--- config.mk ---
export PLATFORM = sky130hd
export DESIGN_NAME = uart_tx_sb_ctrl
export DESIGN_NICKNAME = d
export VERILOG_FILES = /design/src/rtl/uart_tx_sb_ctrl.sv
export SDC_FILE = /design/constraint.sdc
export NUM_CORES = 1
export LEC_CHECK = 0
export BUFFER_PORTS_ARGS = -buffer_cell sky130_fd_sc_hd__buf_2
export CORE_MARGIN = 2
export CORE_UTILIZATION = 35
export DETAILED_ROUTE_END_ITERATION = 8
export GPL_TIMING_DRIVEN = 0
export PLACE_DENSITY = 0.51
export SLEW_MARGIN = 20
export SYNTH_ARGS = -nofsm -noshare
export SYNTH_HDL_FRONTEND = slang
export SYNTH_SLANG_ARGS = --single-unit
--- constraint.sdc ---
create_clock -name clk_i -period 4.15 [get_ports clk_i]
set_input_delay 0.83 -clock clk_i [delete_from_list [all_inputs] [get_ports clk_i]]
set_output_delay 0.83 -clock clk_i [all_outputs]
set_load 0.02 [all_outputs]
--- src/rtl/uart_tx_sb_ctrl.sv ---
// Bus-attached UART transmitter: 8N1 framing, programmable bit divider and a
// small circular TX FIFO, all behind a four-register single-cycle slave port.
module uart_tx_sb_ctrl #(
    parameter int clk_mhz    = 50,
    parameter int baud_rate  = 115200,
    parameter int fifo_depth = 8
) (
    input  logic        clk_i,
    input  logic        rst_i,
    input  logic        req_i,
    input  logic        write_enable_i,
    input  logic [31:0] addr_i,
    input  logic [31:0] write_data_i,
    output logic [31:0] read_data_o,
    output logic        ready_o,
    output logic        tx_o
);

    localparam int PW = $clog2(fifo_depth);
    localparam int CW = PW + 1;
    localparam logic [CW-1:0] DEPTH_C = CW'(fifo_depth);
    localparam logic [15:0]   DIV_RST = 16'(clk_mhz * 1000000 / baud_rate - 1);

    typedef enum logic [1:0] {
        ST_IDLE  = 2'd0,
        ST_START = 2'd1,
        ST_DATA  = 2'd2,
        ST_STOP  = 2'd3
    } state_t;

    state_t        state_q, state_d;
    logic          tx_q, tx_d;
    logic [7:0]    shift_q, shift_d;
    logic [2:0]    idx_q, idx_d;
    logic [15:0]   cnt_q, cnt_d;
    logic [15:0]   baud_div_q, baud_div_d;
    logic          enable_q, enable_d;
    logic          overflow_q, overflow_d;
    logic [31:0]   read_data_q, read_data_d;
    logic [PW-1:0] wr_ptr_q, wr_ptr_d;
    logic [PW-1:0] rd_ptr_q, rd_ptr_d;
    logic [CW-1:0] count_q, count_d;
    logic [7:0]    mem_q [fifo_depth];

    logic [23:0] offset_s;
    logic        wr_s, rd_s;
    logic        wr_data_s, wr_status_s, wr_baud_s, wr_ctrl_s;
    logic        flush_s, full_s, empty_s, busy_s;
    logic        push_ok_s, ovf_set_s, pop_s, bit_end_s;
    logic [31:0] rd_mux_s;
    logic        unused_ok_s;

    assign offset_s    = addr_i[23:0];
    assign wr_s        = req_i & write_enable_i;
    assign rd_s        = req_i & ~write_enable_i;
    assign wr_data_s   = wr_s & (offset_s == 24'h000000);
    assign wr_status_s = wr_s & (offset_s == 24'h000004);
    assign wr_baud_s   = wr_s & (offset_s == 24'h000008);
    assign wr_ctrl_s   = wr_s & (offset_s == 24'h00000C);
    assign flush_s     = wr_ctrl_s & write_data_i[1];

    assign full_s    = (count_q == DEPTH_C);
    assign empty_s   = (count_q == {CW{1'b0}});
    assign busy_s    = (state_q != ST_IDLE);
    assign bit_end_s = (cnt_q == 16'd0);

    // A flush wins over a coincident push; full is judged before any pop.
    assign push_ok_s = wr_data_s & ~full_s & ~flush_s;
    assign ovf_set_s = wr_data_s & full_s & ~flush_s;

    assign ready_o     = 1'b1;
    assign tx_o        = tx_q;
    assign read_data_o = read_data_q;
    assign unused_ok_s = ^{addr_i[31:24], write_data_i[31:16]};

    // Register-file read mux and read-data hold.
    always_comb begin
        rd_mux_s = 32'h0000_0000;
        case (offset_s)
            24'h000004: rd_mux_s = {28'h0000000, overflow_q, empty_s, full_s, busy_s};
            24'h000008: rd_mux_s = {16'h0000, baud_div_q};
            24'h00000C: rd_mux_s = {31'h00000000, enable_q};
            default:    rd_mux_s = 32'h0000_0000;
        endcase
        if (rd_s) begin
            read_data_d = rd_mux_s;
        end else begin
            read_data_d = read_data_q;
        end
    end

    // Control register updates and sticky overflow.
    always_comb begin
        baud_div_d = baud_div_q;
        enable_d   = enable_q;
        overflow_d = overflow_q;
        if (wr_baud_s) begin
            baud_div_d = (write_data_i[15:0] == 16'h0000) ? 16'd1 : write_data_i[15:0];
        end else begin
            baud_div_d = baud_div_q;
        end
        if (wr_ctrl_s) begin
            enable_d = write_data_i[0];
        end else begin
            enable_d = enable_q;
        end
        if (ovf_set_s) begin
            overflow_d = 1'b1;
        end else if (wr_status_s) begin
            overflow_d = 1'b0;
        end else begin
            overflow_d = overflow_q;
        end
    end

    // FIFO pointer and occupancy bookkeeping.
    always_comb begin
        wr_ptr_d = wr_ptr_q;
        rd_ptr_d = rd_ptr_q;
        count_d  = count_q;
        if (flush_s) begin
            wr_ptr_d = {PW{1'b0}};
            rd_ptr_d = {PW{1'b0}};
            count_d  = {CW{1'b0}};
        end else begin
            if (push_ok_s) begin
                wr_ptr_d = wr_ptr_q + PW'(1);
            end else begin
                wr_ptr_d = wr_ptr_q;
            end
            if (pop_s) begin
                rd_ptr_d = rd_ptr_q + PW'(1);
            end else begin
                rd_ptr_d = rd_ptr_q;
            end
            case ({push_ok_s, pop_s})
                2'b10:   count_d = count_q + CW'(1);
                2'b01:   count_d = count_q - CW'(1);
                default: count_d = count_q;
            endcase
        end
    end

    // Frame sequencer: tx_d is the line level for the state being entered.
    always_comb begin
        state_d = state_q;
        tx_d    = tx_q;
        shift_d = shift_q;
        idx_d   = idx_q;
        cnt_d   = cnt_q;
        pop_s   = 1'b0;
        case (state_q)
            ST_IDLE: begin
                tx_d = 1'b1;
                if (enable_q && !empty_s) begin
                    pop_s   = 1'b1;
                    shift_d = mem_q[rd_ptr_q];
                    cnt_d   = baud_div_q;
                    tx_d    = 1'b0;
                    state_d = ST_START;
                end else begin
                    state_d = ST_IDLE;
                end
            end
            ST_START: begin
                if (bit_end_s) begin
                    cnt_d   = baud_div_q;
                    idx_d   = 3'd0;
                    tx_d    = shift_q[0];
                    state_d = ST_DATA;
                end else begin
                    cnt_d = cnt_q - 16'd1;
                end
            end
            ST_DATA: begin
                if (bit_end_s) begin
                    cnt_d = baud_div_q;
                    if (idx_q == 3'd7) begin
                        tx_d    = 1'b1;
                        state_d = ST_STOP;
                    end else begin
                        idx_d   = idx_q + 3'd1;
                        shift_d = {1'b0, shift_q[7:1]};
                        tx_d    = shift_q[1];
                    end
                end else begin
                    cnt_d = cnt_q - 16'd1;
                end
            end
            ST_STOP: begin
                if (bit_end_s) begin
                    tx_d    = 1'b1;
                    state_d = ST_IDLE;
                end else begin
                    cnt_d = cnt_q - 16'd1;
                end
            end
            default: begin
                tx_d    = 1'b1;
                state_d = ST_IDLE;
            end
        endcase
    end

    // FIFO storage; contents are don't-care until written.
    always_ff @(posedge clk_i) begin
        if (push_ok_s) begin
            mem_q[wr_ptr_q] <= write_data_i[7:0];
        end
    end

    // State registers with synchronous active-low reset.
    always_ff @(posedge clk_i) begin
        if (!rst_i) begin
            state_q     <= ST_IDLE;
            tx_q        <= 1'b1;
            shift_q     <= 8'h00;
            idx_q       <= 3'd0;
            cnt_q       <= 16'd0;
            baud_div_q  <= DIV_RST;
            enable_q    <= 1'b1;
            overflow_q  <= 1'b0;
            read_data_q <= 32'h0000_0000;
            wr_ptr_q    <= {PW{1'b0}};
            rd_ptr_q    <= {PW{1'b0}};
            count_q     <= {CW{1'b0}};
        end else begin
            state_q     <= state_d;
            tx_q        <= tx_d;
            shift_q     <= shift_d;
            idx_q       <= idx_d;
            cnt_q       <= cnt_d;
            baud_div_q  <= baud_div_d;
            enable_q    <= enable_d;
            overflow_q  <= overflow_d;
            read_data_q <= read_data_d;
            wr_ptr_q    <= wr_ptr_d;
            rd_ptr_q    <= rd_ptr_d;
            count_q     <= count_d;
        end
    end

endmodule

# Word-level counts from Yosys, hierarchy flattened
# Memories as Yosys holds them, arrays and structs flattened. A register that Yosys moved wholly into a read port is not among the register bits.
# Index checks and enable logic that the tools add are counted.
[op_classes]
addsub = 6
multipliers = 0
n_div = 0
magnitude_cmp = 0
n_eq_ne = 17
n_shift = 0
mux = 35
bitwise = 15
n_reduce_logical = 19
[op_table]
columns = ["cell", "count"]
rows = [
  ["$pmux 16 s3", 2],
  ["$mux 16", 4],
  ["$eq 24x4->1 const B", 2],
  ["$logic_not 16->1", 2],
  ["$eq 24x3->1 const B", 1],
  ["$logic_not 24->1", 1],
  ["$mux 8", 3],
  ["$pmux 8 s2", 1],
  ["$sub 16x1->16 const B", 1],
  ["$mux 3", 5],
  ["$ne 2x2->1 const B", 7],
  ["$mux 1", 12],
  ["$reduce_and 4->1", 3],
  ["$and 1x1->1", 11],
  ["$reduce_bool 2->1", 5],
  ["$add 3x1->3 const B", 3],
  ["$mux 2", 4],
  ["$pmux 2 s4", 1],
  ["$pmux 4 s2", 1],
  ["$eq 2x2->1 const B", 3],
  ["$pmux 3 s2", 1],
  ["$add 4x1->4 const B", 1],
  ["$eq 2x1->1 const B", 2],
  ["$eq 4x4->1 const B", 1],
  ["11 further kinds", 15],
]
[totals]
reg_bits = 90
latch_bits = 0
ramBits = 64
rom_bits = 0
inputBits = 68
n_memories = 1
[memory_table]
columns = ["memory", "depth", "width", "read_ports", "rd_ports_with_merged_regs", "wr", "line", "text"]
rows = [
  ["mem_q", 8, 8, 1, 1, 1, "43", "logic [7:0] mem_q [fifo_depth];"],
]

# Longest topological paths before layout
[depth]
word_depth = 7
depth_mapped = 14
ltp_nobuf = 13

# Least setup slack after synthesis
# No wires, ideal clock.
[synth_path]
kind = "in2reg"
startpoint = "in addr_i[22]"
endpoint = "reg count_q[2]"
setup_ps = 117
arrival_time_ps = 2931
path_slack_ps = 1102
path_stages = 13
n_path_buf = 1
cell_sequence = "nor4_1 > nand3_1 > nor4bb_1 > buf_2 > inv_1 > ha_1 > xor2_1 > ha_1 > a21oi_1 > xor2_1 > nor2_1 > xnor2_1 > nor2_1"
[synth_via]
elab_chain_len = 7
word_cells_on_any_way = 13
classes_between = "eq/ne: 3; mux: 1; bitwise: 6; reduce/logical: 3"
[synth_lines]
columns = ["element", "line", "text"]
rows = [
  ["start, declared", "12", "input logic [31:0] addr_i,"],
  ["$eq 24x4->1", "59", "assign wr_ctrl_s = wr_s & (offset_s == 24'h00000C);"],
  ["$and 1x1->1", "59", ""],
  ["$and 1x1->1", "60", "assign flush_s = wr_ctrl_s & write_data_i[1];"],
  ["$not 1->1", "68", "assign push_ok_s = wr_data_s & ~full_s & ~flush_s;"],
  ["$and 1x1->1", "68", ""],
  ["$eq 2x1->1 or $eq 2x2->1 (tied branches)", "136", "case ({push_ok_s, pop_s})"],
  ["$pmux 4 s2 or $reduce_bool 2->1 (tied branches)", "-", ""],
  ["end signal, assigned", "226", "count_q <= {CW{1'b0}};"],
  ["end signal, assigned", "239", "count_q <= count_d;"],
  ["end, declared", "42", "logic [CW-1:0] count_q, count_d;"],
]
# Parallel ways exist; a longest one is shown, timed or not.
# A chain may end at the register's enable or synchronous reset.

# Final worst setup path
[layout_path]
startpoint = "reg count_q[1]"
endpoint = "reg count_q[2]"
[layout_via]
elab_chain_len = 7
word_cells_on_any_way = 15
classes_between = "add/sub: 2; eq/ne: 3; mux: 3; bitwise: 3; reduce/logical: 4"
[layout_lines]
columns = ["element", "line", "text"]
rows = [
  ["$logic_not 4->1 *", "63", "assign empty_s = (count_q == {CW{1'b0}});"],
  ["$logic_not 1->1 *", "155", "if (enable_q && !empty_s) begin"],
  ["$logic_and 1x1->1 *", "155", ""],
  ["$mux 1 *", "155", ""],
  ["$mux 1 *", "152", "case (state_q)"],
  ["named net pop_s", "49", "logic push_ok_s, ovf_set_s, pop_s, bit_end_s;"],
  ["$eq 2x1->1 or $eq 2x2->1 (tied branches)", "136", ""],
  ["$pmux 4 s2 or $reduce_bool 2->1 (tied branches)", "-", ""],
]
# The timed path passes the listed nets; every way through them passes the cells marked *.

==> impl_metrics.ini <==
[status]
status = complete, no violations

[critical_path]
crit_chain = buf_2 -> o41ai_1 -> or2_1 -> buf_4 -> inv_1 -> ha_1 -> xor2_1 -> ha_1 -> a21oi_1 -> xor2_1 -> nor2_1 -> xnor2_1 -> nor2_1
critical_path.max_stage_delay_ns = 0.84
worstSetupEndpointType = flip-flop
worstPathMaxFanout = 9
critPathKind = flip-flop to flip-flop
cp_slowest_cell = o41ai_1
cp-start-kind = flip-flop
critical_path_required_ns = 4.46
critical_path_arrival_ns = 3.48

[timing]
timing.fmax_ghz = 0.315
tightest_slew_ns = 0.948
min_period_ns = 3.17
setup_viol = 0
setup-tns-final_ns = 0
final_max_slew_viol_count = 0
grt_setup_unrepaired = no
slew_headroom = 0.360
post-route-period-util = 0.764
skew_ns = 0.0106
hold_violations = 0

[global_routing]
grt_max_degree = 17
antenna_found_initial = 0
grt_pass1_vias = 4689
grt_pass1_wl_um = 25700
grt_usage = 0.170
grt_overflow = 0

[die]
core_area_um2 = 18100
rows = 49
boundaryPins = 102
fp.dieW_um = 141
die_y_um = 141
start_util = 0.360
die_area_um2 = 19800

[synth]
synth-edff-count = 64
syn_area_um2 = 6530
yosysUniqueCellTypes = 67
yosys_warnings = 0
synth.avg_cell_area_um2 = 11.5
synth_common_cells = 77 x dfxtp_1, 65 x nor2_1, 64 x edfxtp_1
ys_seq_elements = 141
yosysTopAreaCellShare = 0.294
netlist.top_cell.by_area = edfxtp_1
ys_seq_area_frac = 0.531
synthTopCellsByArea = edfxtp_1 29%, dfxtp_1 24%, mux4_2 5.5%
synth.most_common_cell = dfxtp_1
postSynth.asyncResetShare = 0
syn_inst = 569
ys.flop_type = dfxtp_1

[clock_network]
cts_setup_buffers = 0
clkSlewWorstSetupHoldPaths_ns = 0.06
ctsLongestPathBuffers = 2
cts_tree = built
clkLatencyLatePin_ns = 0.42
cts_resized = 0
cts.htree.levels = 4
cts_buffers = 17
clock-sinks = 141
root_buffer = clkbuf_16
hold_buffers = 0

[route]
dr_wl_met3_um = 776
routedWlPerCell_um = 17.9
dr.max_layer_used = met4
wl_met2_um = 7830
drc = 0
drt_iter0_drc = 274
dr.pass1.iters = 4
antenna_left = 0
wl_um = 16200
wl_met1_um = 7390
vias = 4755
drt-vias-per-instance = 5.24

[flow_run]
drv_cap = 0

[power_and_ir_drop]
ir_worst_vdd_v = 0.000286
leakagePower_nw = 2.88
cellPowerDensity_nw_per_um2 = 389

[final_layout]
final_nets = 746
drive_gt1_frac = 0.246
area_growth_pct = 19.1
antenna_cells = 0
final_util = 0.428

[min_path]
hold_path_class = flip-flop to flip-flop

[placement]
io_buffer_count = 60
globalplace.congestion = 0.868
dp_hpwl_um = 11900
-- routing by layer --
| metal | up-vias | track usage |
|---|---|---|
| met5 | - | 0 |
| met4 | 0 | 0.0621 |
| met3 | 17 | 0.0369 |
| met2 | 106 | 0.276 |
| met1 | 2334 | 0.226 |
| li1 | 2298 | - |
-- critical path, delay by kind of cell, from the launching register on --
kind	cells	cell delay, ns
AND/OR/NAND/NOR	3	0.30
XOR/XNOR	3	0.45
AO/OA/AOI/OAI	2	0.99
adder cells (fa/ha/maj)	2	0.49
buffers and inverters	3	0.51
flip-flops	1	0.29
-- cell families after synthesis --
| kind of cell | count (synthesis) | share of synthesized area |
|---|---|---|
| other | 2 | 0.00115 |
| AOI/OAI and AO/OA | 107 | 0.121 |
| xor gates and xnor gates | 8 | 0.0107 |
| muxes | 53 | 0.112 |
| buffers and inverters | 65 | 0.0565 |
| DFF | 141 | 0.531 |
| adders and majority gates | 13 | 0.0249 |
| and+or+nand+nor | 180 | 0.143 |
-- sequential cells by signal, summed over array words and instances (netlist names), named ones only --
name         count
cnt_q           16
idx_q            3
overflow_q       1
enable_q         1
mem_q           64
read_data_o     16
state_q          2
tx_o             1
count_q          4
shift_q          8
wr_ptr_q         3
rd_ptr_q         3
baud_div_q      16
-- final cells by class --
| cell class | instances | area [µm²] |
|---|---|---|
| clock inverters | 15 | 151 |
| repair buffers | 62 | 315 |
| flip-flops and latches | 141 | 3460 |
| plain buffers | 49 | 309 |
| well taps | 229 | 287 |
| inverters | 16 | 60.1 |
| multi-input cells | 378 | 2760 |
| fillers | 1713 | 10400 |
| clock buffers | 17 | 425 |
-- through the flow --
| stage | std cells | power [W] | instance area, µm² | worst slack, ns | hold slack (ns) |
|---|---|---|---|---|---|
| final | 907 | 0.00303 | 7770 | 0.980 | 0.481 |
| after CTS | 907 | 0.00305 | 7770 | 1.02 | 0.487 |
| after detailed placement | 875 | 0.00157 | 7200 | 0.725 | 0.475 |
| after global routing | 907 | 0.00312 | 7770 | 0.829 | 0.520 |
| after floorplan | 584 | 0.00153 | 6580 | 1.10 | 0.446 |
| after global placement | 873 | 0.00157 | 7170 | 0.373 | 0.466 |
-- path summary, 6_finish.rpt --
check / start / end / slack, ns / depth (start not counted)
max reg2reg: count_q[1]$_SDFFE_PP0P_ / count_q[2]$_SDFFE_PP0P_ / 0.98 / 13
min reg2reg: read_data_o[1]$_SDFFE_PN0P_ / read_data_o[1]$_SDFFE_PN0P_ / 0.48 / 2
max: count_q[1]$_SDFFE_PP0P_ / count_q[2]$_SDFFE_PP0P_ / 0.98 / 13
min: read_data_o[1]$_SDFFE_PN0P_ / read_data_o[1]$_SDFFE_PN0P_ / 0.48 / 2
-- report_power, final --
part | total (W) | switching, W | internal (W)
registers | 0.00145 | 0.000000000263 | 0.00145
clock network | 0.00148 | 0.000639 | 0.000845
logic | 0.0000939 | 0.0000607 | 0.0000332
-- placed cells by master, fill, tap and decap left out, types with 16 or more instances in the layout --
master and instances:
a22oi_1 24, buf_2 72, buf_4 23, clkbuf_16 17, conb_1 17, dfxtp_1 77
edfxtp_1 64, inv_1 16, mux2i_1 35, mux4_2 16, nand2_1 39, nor2_1 65
o21ai_0 16
(Power assumes the default switching activity.)
